$ cat src/rtl/compress_seq.sv
// Requantize/compress job sequencer: streams accumulator sums, saturates them to int8,
// packs four lanes per 32-bit word onto a valid/ready stream and counts saturations.
module compress_seq #(
    parameter int SUM_WIDTH  = 20,
    parameter int ADDR_WIDTH = 8
) (
    input  logic                        clk,
    input  logic                        rst_n,
    input  logic                        start,
    input  logic [ADDR_WIDTH-1:0]       rd_base,
    input  logic [ADDR_WIDTH:0]         len,
    output logic                        busy,
    output logic                        done,
    output logic                        acc_rd_en,
    output logic [ADDR_WIDTH-1:0]       acc_rd_addr,
    input  logic signed [SUM_WIDTH-1:0] acc_rd_data,
    output logic                        out_valid,
    input  logic                        out_ready,
    output logic [31:0]                 out_data,
    output logic                        out_last,
    output logic [ADDR_WIDTH:0]         sat_cnt
);

    localparam int CW = ADDR_WIDTH + 1;

    typedef enum logic [1:0] {IDLE, RUN, DRAIN} state_t;

    state_t                 state_q, state_d;
    logic [ADDR_WIDTH-1:0]  rd_addr_q, rd_addr_d;
    logic [CW-1:0]          rd_rem_q, rd_rem_d;
    logic [CW-1:0]          arr_rem_q, arr_rem_d;
    logic                   infl_q, infl_d;
    logic [31:0]            pack_q, pack_d;
    logic [2:0]             fill_q, fill_d;
    logic                   pack_last_q, pack_last_d;
    logic                   out_valid_q, out_valid_d;
    logic [31:0]            out_data_q, out_data_d;
    logic                   out_last_q, out_last_d;
    logic [CW-1:0]          sat_cnt_q, sat_cnt_d;
    logic                   done_q, done_d;

    logic       rd_en;
    logic       out_free;
    logic       accept;
    logic       loaded;
    logic       final_byte;
    logic [7:0] arr_byte;
    logic       arr_sat;

    function automatic logic signed [SUM_WIDTH-1:0] sum_q(input logic signed [SUM_WIDTH-1:0] sum);
        return sum >>> 8;
    endfunction

    function automatic logic is_saturated(input logic signed [SUM_WIDTH-1:0] sum);
        logic signed [SUM_WIDTH-1:0] q;
        q = sum_q(sum);
        return (q > SUM_WIDTH'(127)) || (q < SUM_WIDTH'(-128));
    endfunction

    function automatic logic [7:0] compress_byte(input logic signed [SUM_WIDTH-1:0] sum);
        logic signed [SUM_WIDTH-1:0] q;
        q = sum_q(sum);
        if (q > SUM_WIDTH'(127)) begin
            return 8'h7F;
        end else if (q < SUM_WIDTH'(-128)) begin
            return 8'h80;
        end
        return q[7:0];
    endfunction

    always_comb begin
        accept     = out_valid_q && out_ready;
        out_free   = !out_valid_q || out_ready;
        arr_byte   = compress_byte(acc_rd_data);
        arr_sat    = is_saturated(acc_rd_data);
        final_byte = (arr_rem_q == CW'(1));
        // A read may only issue if its byte is guaranteed a slot when it lands.
        rd_en      = (state_q == RUN) && (rd_rem_q != '0) &&
                     ((({1'b0, fill_q} + {3'b000, infl_q}) < 4'd4) || out_free);
    end

    always_comb begin
        state_d     = state_q;
        rd_addr_d   = rd_addr_q;
        rd_rem_d    = rd_rem_q;
        arr_rem_d   = arr_rem_q;
        infl_d      = rd_en;
        pack_d      = pack_q;
        fill_d      = fill_q;
        pack_last_d = pack_last_q;
        out_valid_d = out_valid_q;
        out_data_d  = out_data_q;
        out_last_d  = out_last_q;
        sat_cnt_d   = sat_cnt_q;
        done_d      = 1'b0;
        loaded      = 1'b0;

        if (accept) begin
            out_valid_d = 1'b0;
        end

        if (fill_q == 3'd4 && out_free) begin
            out_valid_d = 1'b1;
            out_data_d  = pack_q;
            out_last_d  = pack_last_q;
            loaded      = 1'b1;
            pack_d      = '0;
            fill_d      = 3'd0;
            pack_last_d = 1'b0;
        end

        if (infl_q) begin
            for (int i = 0; i < 4; i++) begin
                if (fill_d[1:0] == 2'(i)) begin
                    pack_d[8*i +: 8] = arr_byte;
                end
            end
            fill_d    = fill_d + 3'd1;
            arr_rem_d = arr_rem_q - CW'(1);
            if (arr_sat) begin
                sat_cnt_d = sat_cnt_q + CW'(1);
            end
            // Group closes on its 4th byte or on the job's final (possibly partial) byte.
            if (fill_d == 3'd4 || final_byte) begin
                if (out_free && !loaded) begin
                    out_valid_d = 1'b1;
                    out_data_d  = pack_d;
                    out_last_d  = final_byte;
                    pack_d      = '0;
                    fill_d      = 3'd0;
                    pack_last_d = 1'b0;
                end else begin
                    fill_d      = 3'd4;
                    pack_last_d = final_byte;
                end
            end
        end

        case (state_q)
            IDLE: begin
                if (start) begin
                    sat_cnt_d = '0;
                    if (len != '0) begin
                        state_d     = RUN;
                        rd_addr_d   = rd_base;
                        rd_rem_d    = len;
                        arr_rem_d   = len;
                        pack_d      = '0;
                        fill_d      = 3'd0;
                        pack_last_d = 1'b0;
                    end else begin
                        done_d = 1'b1;
                    end
                end
            end
            RUN: begin
                if (rd_en) begin
                    rd_addr_d = rd_addr_q + ADDR_WIDTH'(1);
                    rd_rem_d  = rd_rem_q - CW'(1);
                    if (rd_rem_q == CW'(1)) begin
                        state_d = DRAIN;
                    end
                end
            end
            DRAIN: begin
                if (accept && out_last_q) begin
                    state_d = IDLE;
                    done_d  = 1'b1;
                end
            end
            default: state_d = IDLE;
        endcase
    end

    always_ff @(posedge clk or negedge rst_n) begin
        if (!rst_n) begin
            state_q     <= IDLE;
            rd_addr_q   <= '0;
            rd_rem_q    <= '0;
            arr_rem_q   <= '0;
            infl_q      <= 1'b0;
            pack_q      <= '0;
            fill_q      <= 3'd0;
            pack_last_q <= 1'b0;
            out_valid_q <= 1'b0;
            out_data_q  <= '0;
            out_last_q  <= 1'b0;
            sat_cnt_q   <= '0;
            done_q      <= 1'b0;
        end else begin
            state_q     <= state_d;
            rd_addr_q   <= rd_addr_d;
            rd_rem_q    <= rd_rem_d;
            arr_rem_q   <= arr_rem_d;
            infl_q      <= infl_d;
            pack_q      <= pack_d;
            fill_q      <= fill_d;
            pack_last_q <= pack_last_d;
            out_valid_q <= out_valid_d;
            out_data_q  <= out_data_d;
            out_last_q  <= out_last_d;
            sat_cnt_q   <= sat_cnt_d;
            done_q      <= done_d;
        end
    end

    assign busy        = (state_q != IDLE);
    assign done        = done_q;
    assign acc_rd_en   = rd_en;
    assign acc_rd_addr = rd_addr_q;
    assign out_valid   = out_valid_q;
    assign out_data    = out_data_q;
    assign out_last    = out_last_q;
    assign sat_cnt     = sat_cnt_q;

endmodule

$ cat config.mk
export PLATFORM = sky130hd
export DESIGN_NAME = compress_seq
export DESIGN_NICKNAME = d
export VERILOG_FILES = /design/src/rtl/compress_seq.sv
export SDC_FILE = /design/constraint.sdc
export NUM_CORES = 1
export LEC_CHECK = 0
export CORE_MARGIN = 2
export CORE_UTILIZATION = 40
export CTS_BUF_LIST = sky130_fd_sc_hd__clkbuf_8 sky130_fd_sc_hd__clkbuf_16
export DETAILED_ROUTE_END_ITERATION = 6
export GPL_ROUTABILITY_DRIVEN = 0
export HOLD_SLACK_MARGIN = 0.1
export PLACE_DENSITY = 0.71
export SYNTH_ARGS = -nofsm -noshare
export SYNTH_HDL_FRONTEND = slang
export SYNTH_SLANG_ARGS = --single-unit
$ cat constraint.sdc
create_clock -name clk -period 2.1 [get_ports clk]
set_input_delay 0.42 -clock clk [delete_from_list [all_inputs] [get_ports clk]]
set_output_delay 0.42 -clock clk [all_outputs]
set_load 0.01 [all_outputs]
# Word level (Yosys, flattened, before mapping)
# Index checks and enable logic that the tools add are counted.
[op_classes]
n_addsub = 6
magnitude_cmp = 3
n_eq_ne = 14
muxes = 70
n_reduce_logical = 20
[op_table]
columns = ["operator", "n"]
rows = [
  ["two-way mux 32 bit", 11],
  ["two-way mux 9 bit", 11],
  ["two-way mux 8 bit", 10],
  ["two-way mux 1 bit", 22],
  ["two-way mux 3 bit", 7],
  ["equality test 9 x 1 -> 1 bit, second input constant", 2],
  ["case mux 9 bit (2 select lines)", 1],
  ["nonzero test 9 bit", 2],
  ["subtractor 9 x 1 -> 9 bit, second input constant", 2],
  ["case mux 8 bit (2 select lines)", 1],
  ["greater-than comparator 12 x 8 -> 1 bit, second input constant", 1],
  ["< comparator 12 x 8 -> 1 bit, second input constant", 1],
  ["two-way mux 2 bit", 5],
  ["adder 9 x 1 -> 9 bit, second input constant", 1],
  ["adder 8 x 1 -> 8 bit, second input constant", 1],
  ["inequality test 2 bit, second input constant", 4],
  ["equality test 2 bit, second input constant", 3],
  ["equality test 3 bit, second input constant", 2],
  ["logical AND 1 bit", 6],
  ["case mux 2 bit (3 select lines)", 1],
  ["AND reduction 5 bit", 1],
  ["adder 3 x 1 -> 4 bit", 1],
  ["equality test 2 x 1 -> 1 bit, second input constant", 2],
  ["zero test 2 bit", 2],
  ["other kinds (8)", 13],
]
[word_totals]
register_bits = 109
input_bits = 41

# Depth between registers and ports, before layout
[logic_depth]
word_depth = 12
depth_mapped = 9

# Worst setup path after synthesis
# No wires, ideal clock.
[synth_path]
path_type = "in2reg"
from = "input port len[4]"
to = "register rd_addr_q[7], in the netlist acc_rd_addr[7]"
setup_ns = 0.128
arrival_ns = 1.961
t_required_ns = 1.972
path_slack_ns = 0.011
stages = 8
path_buffers = 2
cell_sequence = "or4_4 > nor4_4 > nor3_2 > buf_6 > or2_1 > buf_6 > a21oi_1 > a21oi_1"
[synth_via]
elab_chain_cells = 3
[synth_rtl]
columns = ["item", "line_no", "rtl"]
rows = [
  ["start: declaration", "11", "input logic [ADDR_WIDTH:0] len,"],
  ["nonzero test 9 bit", "143", "if (len != '0) begin"],
  ["inequality test 2 bit (no source line)", "--", ""],
  ["AND reduction 4 bit (no source line)", "--", ""],
  ["end signal: assignment", "192", "rd_addr_q <= rd_addr_d;"],
  ["end: declaration", "29", "logic [ADDR_WIDTH-1:0] rd_addr_q, rd_addr_d;"],
]
# Every way passes these cells.
# A chain may end at the register's enable or synchronous reset.

# Worst setup path in the final report
[layout_path]
from = "register out_valid_q, in the netlist out_valid"
to = "register pack_q[28]"
[layout_via]
elab_chain_cells = 12
word_cells_on_any_way = 19
cone_classes = "add/sub (1); eq/ne (2); mux (10); reduce/logical (6)"
[layout_rtl]
columns = ["item", "line_no", "rtl"]
rows = [
  ["start: declaration", "36", "logic out_valid_q, out_valid_d;"],
  ["start signal: assignment", "199", "out_valid_q <= out_valid_d;"],
  ["zero test 1 bit (*)", "73", "out_free = !out_valid_q || out_ready;"],
  ["logical OR 1 bit (*)", "73", ""],
  ["logical AND 1 bit", "102", "if (fill_q == 3'd4 && out_free) begin"],
  ["two-way mux 3 bit / two-way mux 1 bit (equally long branches)", "102", ""],
  ["adder 3 x 1 -> 3 bit, or another cell as far along", "118", "fill_d = fill_d + 3'd1;"],
  ["equality test 3 bit, or another cell as far along", "124", "if (fill_d == 3'd4 || final_byte) begin"],
  ["logical OR 1 bit / two-way mux 32 bit (equally long branches)", "124, 125", ""],
  ["two-way mux 32 bit", "124", ""],
  ["two-way mux 32 bit (*)", "112", "if (infl_q) begin"],
  ["two-way mux 32 bit", "143", ""],
  ["two-way mux 32 bit", "141", "if (start) begin"],
  ["two-way mux 32 bit (*)", "139", "case (state_q)"],
  ["named net pack_d[28]", "33", "logic [31:0] pack_q, pack_d;"],
  ["end signal: assignment", "196", "pack_q <= pack_d;"],
  ["end: declaration", "33", ""],
]
# The timed path passes the listed nets; every way through them passes the cells marked *.

==> impl_metrics.ini <==
[setup_path]
start_kind = register
timing.rr.start = out_valid
critPathKind = reg -> reg
reg2reg_slack_ps = 60
arrival_ps = 2320
worst-r2r-cell-count = 7
cpMaxStageDelayCell = dfrtp_1
required_ps = 2370
path_cells = nor2b_2, o31ai_2, xor2_1, o21ai_2, buf_4, a211o_2, o21ai_1
r2r-end = pack_q[28]
end_kind = register
worstPathMaxFanout = 4
max_stage_delay_ps = 400

[clock_network]
cts_max_level = 3
ctsRootBufferMaster = clkbuf_16
clk_pin_slew_ps = 70
cts.sinks = 109
numCtsBuffers = 9
clk_latency_ps = 350
cts_max_path_buffers = 2
cts_tree = built

[route]
viasPerCell = 5.514
wl_met2_mm = 7.946
wl_met1_mm = 7.120
detail-route-antenna-nets = 0
initialDrtViolationCount = 380
route.detailed.drc = 0
drt-pass1-iter-count = 5
wl_per_cell_um = 16.73
wl_met3_mm = 1.101
vias = 5415
highest_layer = met4
wl_mm = 16.43

[synth]
synth_ff_type = dfrtp_1
synth.avg_cell_area_um2 = 9.034
ys_seq_area_share_pct = 46.52
syn_area_mm2 = 0.005863
netlist.area_leader.share_pct = 46.52
syn_inst = 649
synth.distinct_cells = 47
ys_async_sr_fraction_pct = 100.0
synth_area_leader_cell = dfrtp_1
ys_top_cells_by_area = dfrtp_1 47%, mux2i_1 12%, a21oi_1 6.1%
ys_ff_latch = 109
syn-num-nets = 701
yosys_warnings = 0
synth-edff-count = 0

[pwr]
powerDensity_mw_per_mm2 = 1430
irDropWorstVdd_mv = 0.7218
p_leak_nw = 3.607

[die]
dieArea_mm2 = 0.01564
die_height_um = 125.1
rows = 44
core_area_mm2 = 0.01442
io_pins = 95
chipWidth_um = 125.1
initial_utilization_pct = 40.65

[final_layout]
fill_cells = 1247
drive_above_1_share_pct = 17.04
area_delta_synth_final_pct = 35.64
antenna_cells = 0
layout_common_cells = 109 x dfrtp_1, 95 x nand2_1, 76 x clkdlybuf4s50_1, 73 x buf_4, 70 x mux2i_1
final_common_cell = dfrtp_1
fin_nets = 845
utilization_pct = 55.14

[worst_hold_path]
hold_path_end = arr_rem_q[3]
worstHoldPathCells = 3
hp-class = in -> reg
min_from = len[3]

[grt]
grt.total_usage_pct = 20.52
grt_antenna_before_repair = 0
grt_pass1_vias = 5224
grt_max_degree = 49
overflow = 0
grt_pass1_wl_mm = 26.12

[status]
status = completed

[timing]
min_period_ps = 2045
drv_slew = 0
slew_headroom_pct = 51.45
hold_viol = 0
fin_skew_ps = 8.966
finalSetupViolations = 0
clock.fmax_mhz = 489.1
fin_ws_ps = 55.25
period_share_pct = 97.37
tightest_slew_ps = 721.5

[place]
dp_hpwl_mm = 10.60
dpl_worst_slack_ps = -575.4
io_buffers = 86

[job]
maxCapViolCount = 0
## critical path: cells and delay by family, from the launching register on
| family | cells | cell delay, ps |
|---|---|---|
| DFF | 1 | 400 |
| AOI/OAI and AO/OA | 4 | 930 |
| buffers and inverters | 1 | 170 |
| xor gates and xnor gates | 1 | 280 |
| and+or+nand+nor | 1 | 180 |
## final cells by class
| class | count | area, um2 | area share (%) |
|---|---|---|---|
| inverters | 11 | 41.29 | 0.5192 |
| clock buffers | 10 | 239.0 | 3.005 |
| multi-input cells | 490 | 3034 | 38.15 |
| clock inverters | 6 | 62.56 | 0.7867 |
| flip-flops and latches | 109 | 2728 | 34.30 |
| repair buffers | 172 | 1618 | 20.34 |
| well taps | 184 | 230.2 | 2.895 |
## state kept, by name, indices dropped and copies added (netlist names)
name,flops
fill_q,3
out_valid,1
infl_q,1
pack_q,32
arr_rem_q,9
state_q,2
acc_rd_addr,8
done,1
out_last,1
rd_rem_q,9
sat_cnt,9
pack_last_q,1
out_data,32
## power by group
| part | switching (W) | internal [W] |
|---|---|---|
| logic | 0.00315 | 0.00285 |
| registers | 0.000712 | 0.00293 |
| clock network | 0.000773 | 0.000956 |
## per-layer routing
layer	track usage, %	vias up
met5	0	-
met4	5.948	0
met3	5.563	24
met2	32.99	205
met1	27.39	2639
li1	-	2547
## Yosys cell counts (all sizes together), types with 3 or more instances
master and number:
clkbuf 26, dfrtp 109, nor3 14, or2 3, nand2b 3, or3 5
buf 18, nand3 12, nand4 11, nor3b 3, nor4 5, nand2 95
a31oi 5, inv 11, ha 11, mux2i 70, o21ai 67, nor2 69
and3 4, a21oi 72, xnor2 9, nor2b 3, xor2 5
## worst max-delay path by stage
stage          cells after the start       from        endpoint
2_1_floorplan                      8     len[4]  acc_rd_addr[7]
3_3_place_gp                       7     len[4]     rd_rem_q[7]
3_5_place_dp                       7     len[3]     rd_rem_q[7]
4_1_cts                           10     len[7]      pack_q[24]
5_1_grt                            7  out_valid       pack_q[2]
6_report                           7  out_valid      pack_q[28]
## kinds of logic after synthesis
kind of cell,after synthesis,synth area share (%)
AOI/OAI and AO/OA,155,14.19
xor gates and xnor gates,14,2.091
adders and majority gates,11,2.347
buffers and inverters,55,4.481
DFF,109,46.52
muxes,71,12.14
and+or+nand+nor,234,18.22
## metrics by stage
step	setup TNS, ps	hold WS (ps)	std cells	instance area [um2]	total power, W
floorplan	0	124.4	649	5863	0.006841
global placement	-39870	380.6	944	7312	0.008711
detailed placement	-45200	390.4	944	7312	0.008970
CTS	0	465.0	978	7868	0.01123
global route	-0.3171	445.5	982	7953	0.01211
finish	0	432.1	982	7953	0.01137
## what timing repair did
item	4_1_cts	5_1_grt
gates cloned	7	2
endpoints found under the setup margin	75	37
resized for setup	39	13
endpoints found under the hold margin	28	0
hold buffers	1	0
pin swaps	12	5
buffers inserted	10	2
No activity file was read; power rests on OpenSTA's default activity.
==> RTL edit 1, RTL diff (config.mk and constraints unchanged) <==
The parameter `SUM_WIDTH` goes from 20 to 16.
--- a/src/rtl/compress_seq.sv
+++ b/src/rtl/compress_seq.sv
@@ -2,5 +2,5 @@
 // packs four lanes per 32-bit word onto a valid/ready stream and counts saturations.
 module compress_seq #(
-    parameter int SUM_WIDTH  = 20,
+    parameter int SUM_WIDTH  = 16,
     parameter int ADDR_WIDTH = 8
 ) (
Ports: changed (resized acc_rd_data); port bits go from 95 to 91. The function was not compared with the original's and may differ.
==> RTL edit 1 against the unedited design <==
  * The run now ends with setup timing left
  * Routed wire length shrank 13%
  * Sequential cell count stayed put
  * Power down 6.7%
  * Sequential share of layout area is 3.3 points higher
  * Non-clock buffer count shrank 16
  * Worst setup slack lost 100 ps
  * Area after synthesis is 12% lower
  * Die area down 11%
  * Final area is 8.7% lower
  * Utilization is 2.4 points higher
  * Critical path depth up 2
  * Highest routed layer unchanged
  * Clock power grew 5%
==> RTL edit 1: results (changes against the unedited design) <==
| Metric | Value |
|---|---|
| Worst ir drop on vdd | `0.000729 V (was 0.000722 V)` |
| Number of placed instances, taps included | `761 (was 944)` |
| Worst setup startpoint | `fill_q[0] (was out_valid)` |
| Switch Pwr | `3930 uW (was 4630 uW)` |
| Data arrival, critical path | `2380 ps (was 2320 ps)` |
| Global-route wire length before repair | `23000 um (was 26100 um)` |
| Post-synthesis sequential area ratio | `0.526 (was 0.465)` |
| Largest cells by area after synthesis | `dfrtp_1 53%, a221o_1 6.2%, a21oi_1 3.5%, nand2_1 3.4%, and3_1 3.4% (was dfrtp_1 47%, mux2i_1 12%, a21oi_1 6.1%, nand2_1 6.1%, nor2_1 4.4%)` |
| CP peak stage delay | `490 ps (was 400 ps)` |
| Postcts setup bufs | `6 (was 10)` |
| GR Util All Layers | `0.204 (was 0.205)` |
| Final Setup Violations | `26 (was 0)` |
| Pre-CTS setup slack | `-612 ps (was -575 ps)` |
| Layout cell share with drive strength beyond 1 | `0.211 (was 0.170)` |
| Hold Path Origin | `len[2] (was len[3])` |
| Initial DRC count | `274 (was 380)` |
| Worst Setup Slack, final | `-47.7 ps (was 55.2 ps)` |
| Failing checks | `setup timing` |
| Synth cell count leaders | `109 x dfrtp_1, 47 x nand2_1, 36 x a21oi_1 (was 109 x dfrtp_1, 95 x nand2_1, 72 x a21oi_1)` |
| Placed instance area | `6590 um2 (was 7310 um2)` |
| IO buf count | `82 (was 86)` |
| Lkg Pwr | `0.00331 uW (was 0.00361 uW)` |
| Skew final | `9.27 ps (was 8.97 ps)` |
| Largest net degree at the start of global routing | `43 (was 49)` |
| Status | `complete, but fails checks (was finished, final reports clean)` |
| Non-filler instance count after layout | `792 (was 982)` |
| DP Wirelength | `9770 um (was 10600 um)` |
RTL edit 1: cell count changes in the layout (fill, tap and decap cells not counted), moves of 9 or more:
cell     delta
buf_4      -15
nor2_1     -56
a21oi_1    -35
nand2_1    -48
mux2i_1    -68
and3_1     +25
nand4_1    -10
o21ai_0     -9
a32o_1     +16
a221o_1    +32
o21ai_1    -26
RTL edit 1: cells by family after synthesis:
kind of cell / synth area share
fa+ha+maj: 0.0266
mux: 0.00603
simple gates: 0.161
xor+xnor: 0.0135
flops: 0.526
buf+inv: 0.0345
compound gates: 0.233
RTL edit 1: power groups by stage:
stage               logic (uW)  registers, uW  clock network [uW]
finish                    5230           3570                1810
global route              5670           3660                1940
CTS                       4860           3500                1840
detailed placement        4570           3530                   0
global placement          4390           3490                   0
floorplan                 2650           3530                   0
RTL edit 1: layout make-up:
cell class | count | area [um2] | area share
Sequential cell | 109 | 2730 | 0.376
Multi-Input combinational cell | 329 | 2450 | 0.338
Timing Repair Buffer | 156 | 1510 | 0.207
Clock buffer | 9 | 225 | 0.0310
Tap cell | 172 | 215 | 0.0296
Clock inverter | 7 | 91.3 | 0.0126
Inverter | 10 | 37.5 | 0.00517
RTL edit 1: final timing paths:
check | cells after the start | to | slack, ps
worst max-delay path | 9 | out_data[9] | -50
worst min-delay path | 4 | arr_rem_q[2] | 430
worst max register to register | 9 | out_data[9] | -50
worst min register to register | 1 | pack_q[3] | 500
max in group asynchronous | 3 | out_data[4] | 960
min in group asynchronous | 2 | out_data[21] | 500
RTL edit 1: routing by layer:
| layer | share of wire | wire (um) | track usage |
|---|---|---|---|
| met3 | 0.059 | 840 | 0.0431 |
| met2 | 0.53 | 7570 | 0.347 |
| met4 | 0.0095 | 136 | 0.0482 |
| met5 | 0 | 0 | 0 |
| met1 | 0.40 | 5810 | 0.269 |
==> RTL edit 2, RTL diff (same flow settings) <==
Made on the original files. Encoding of `state_t`: now one-hot (3 bits for 3 states).
--- a/src/rtl/compress_seq.sv
+++ b/src/rtl/compress_seq.sv
@@ -24,5 +24,5 @@
     localparam int CW = ADDR_WIDTH + 1;
 
-    typedef enum logic [1:0] {IDLE, RUN, DRAIN} state_t;
+    typedef enum logic [2:0] {IDLE = 3'b001, RUN = 3'b010, DRAIN = 3'b100} state_t;
 
     state_t                 state_q, state_d;
Function: no difference found for any inputs over 4 cycles, from zero or initial values and one cycle with rst_n low; so few cycles prove little.
==> RTL edit 2 against the unedited design <==
  * The run now ends with setup timing left
  * Via count decreased by 1.4%
  * Power fell by 26%
  * Routed wire length about the same
  * Worst setup slack got worse by 200 ps
  * Area after synthesis grew 2.2%
  * Sequential cell count grew 1
  * Final area rose by 0.46%
  * First-iteration DRC count is 24% lower
  * Worst hold slack gained 66 ps
  * Clock power increased by 3%
  * Critical endpoint is now acc_rd_en
==> RTL edit 2: results (changes against the unedited design) <==
| Metric | Value |
|---|---|
| DP Wirelength | `11000 um (was 10600 um)` |
| Final instance area | `7990 um2 (was 7950 um2)` |
| Skew final | `8.24 ps (was 8.97 ps)` |
| Hold Crit Class | `in -> async (was in -> reg)` |
| Met1 wire length | `7320 um (was 7120 um)` |
| Layout cell share with drive strength beyond 1 | `0.164 (was 0.170)` |
| Routed length on met2 | `8100 um (was 7950 um)` |
| Distinct cells, synth | `59 (was 47)` |
| Largest net degree at the start of global routing | `39 (was 49)` |
| RR Endpoint | `rd_rem_q[2] (was pack_q[28])` |
| Wire length on met3 | `774 um (was 1100 um)` |
| Lkg Pwr | `0.00350 uW (was 0.00361 uW)` |
| Post-Route WL | `16400 um (about the same)` |
| Data arrival, critical path | `1830 ps (was 2320 ps)` |
| Number of placed instances, taps included | `919 (was 944)` |
| Setup tns final | `-152 ps (was 0 ps)` |
| Slowest-stage cell, CP | `or4b_4 (was dfrtp_1)` |
| Worst ir drop on vdd | `0.000659 V (was 0.000722 V)` |
| Placed instance area | `7500 um2 (was 7310 um2)` |
| Layout Nets | `809 (was 845)` |
| GR Util All Layers | `0.199 (was 0.205)` |
| Failing checks | `setup timing` |
| Post-Syn Nets | `675 (was 701)` |
| Critical path's top delay family | `simple AND/OR/NAND/NOR gates (was compound AO/OA/AOI/OAI gates)` |
| Via count | `5341 (was 5415)` |
| Worst hold slack | `498 ps (was 432 ps)` |
| Drt wl/cell | `17.4 um (was 16.7 um)` |
| CP peak stage delay | `470 ps (was 400 ps)` |
| Syn Inst Count | `623 (was 649)` |
| Post-synthesis sequential area ratio | `0.460 (was 0.465)` |
| Internal | `5260 uW (was 6740 uW)` |
| Final Setup Violations | `2 (was 0)` |
| Met2 usage | `0.341 (was 0.330)` |
| Initial DRC count | `290 (was 380)` |
| CP Capture Type | `output pin (was flip-flop)` |
| Largest cells by area after synthesis | `dfrtp_1 46%, mux2i_1 11%, o21ai_0 4.7%, nand2_1 4.6%, a22oi_1 3.5% (was dfrtp_1 47%, mux2i_1 12%, a21oi_1 6.1%, nand2_1 6.1%, nor2_1 4.4%)` |
| CP endpoint | `acc_rd_en (was pack_q[28])` |
| Global-route wire length before repair | `26100 um (about the same)` |
| Global Route met1 Usage | `0.256 (was 0.274)` |
| Worst Setup Slack, final | `-149 ps (was 55.2 ps)` |
| Status | `complete, but fails checks (was finished, final reports clean)` |
| Worst r2r path cells | `8 (was 7)` |
| Pre-CTS setup slack | `-434 ps (was -575 ps)` |
| Synth cell count leaders | `109 x dfrtp_1, 73 x nand2_1, 65 x mux2i_1 (was 109 x dfrtp_1, 95 x nand2_1, 72 x a21oi_1)` |
| Initial antenna violation count | `0 (unchanged)` |
| Filler instances | `1264 (was 1247)` |
| M3 GR Usage | `0.0422 (was 0.0556)` |
RTL edit 2: changes by cell type after synthesis, sizes merged, moves of 7 or more:
cell / delta
o21ai: -8
nor2: -32
a22oi: +28
nor2b: +28
nor3: -7
a21oi: -38
nand3: +8
a2bb2oi: +7
nand2: -22
RTL edit 2: kinds of logic after synthesis:
group                      count (synthesis)  share of synthesized area
DFF                                      110                      0.460
adders and majority gates                 11                     0.0230
buffers and inverters                     50                     0.0418
xor gates and xnor gates                  16                     0.0234
muxes                                     67                      0.113
AOI/OAI and AO/OA                        146                      0.148
and+or+nand+nor                          223                      0.191
RTL edit 2: worst reg2reg max path: cells and delay by family, from the launching register on:
kind | cells | cell delay [ps]
AO/OA/AOI/OAI | 2 | 380
adder cells (fa/ha/maj) | 1 | 140
buffers and inverters | 3 | 400
flip-flops | 1 | 400
AND/OR/NAND/NOR | 2 | 720
RTL edit 2: final cells by class:
type                            count  share of cell area
Multi-Input combinational cell    465               0.389
Timing Repair Buffer              162               0.195
Inverter                            9             0.00423
Clock inverter                      6             0.00877
Sequential cell                   110               0.345
Clock buffer                       10              0.0299
Tap cell                          184              0.0288
RTL edit 2: what timing repair did:
item | CTS | global route
resized for setup | 10 | 20
endpoints found under the setup margin | 37 | 75
cloned | 1 | 3
hold buffers | 1 | 0
setup buffers | 4 | 2
hold endpoints to repair | 18 | 0
pin swaps | 3 | 2
RTL edit 2: power by group through the flow:
stage                     Sequential, uW  Clock [uW]  Combinational [uW]
after global routing                3170        1920                3830
after floorplan                     3100           0                1810
after CTS                           3070        1840                3360
final                               3090        1790                3510
after global placement              3080           0                3110
after detailed placement            3110           0                3240
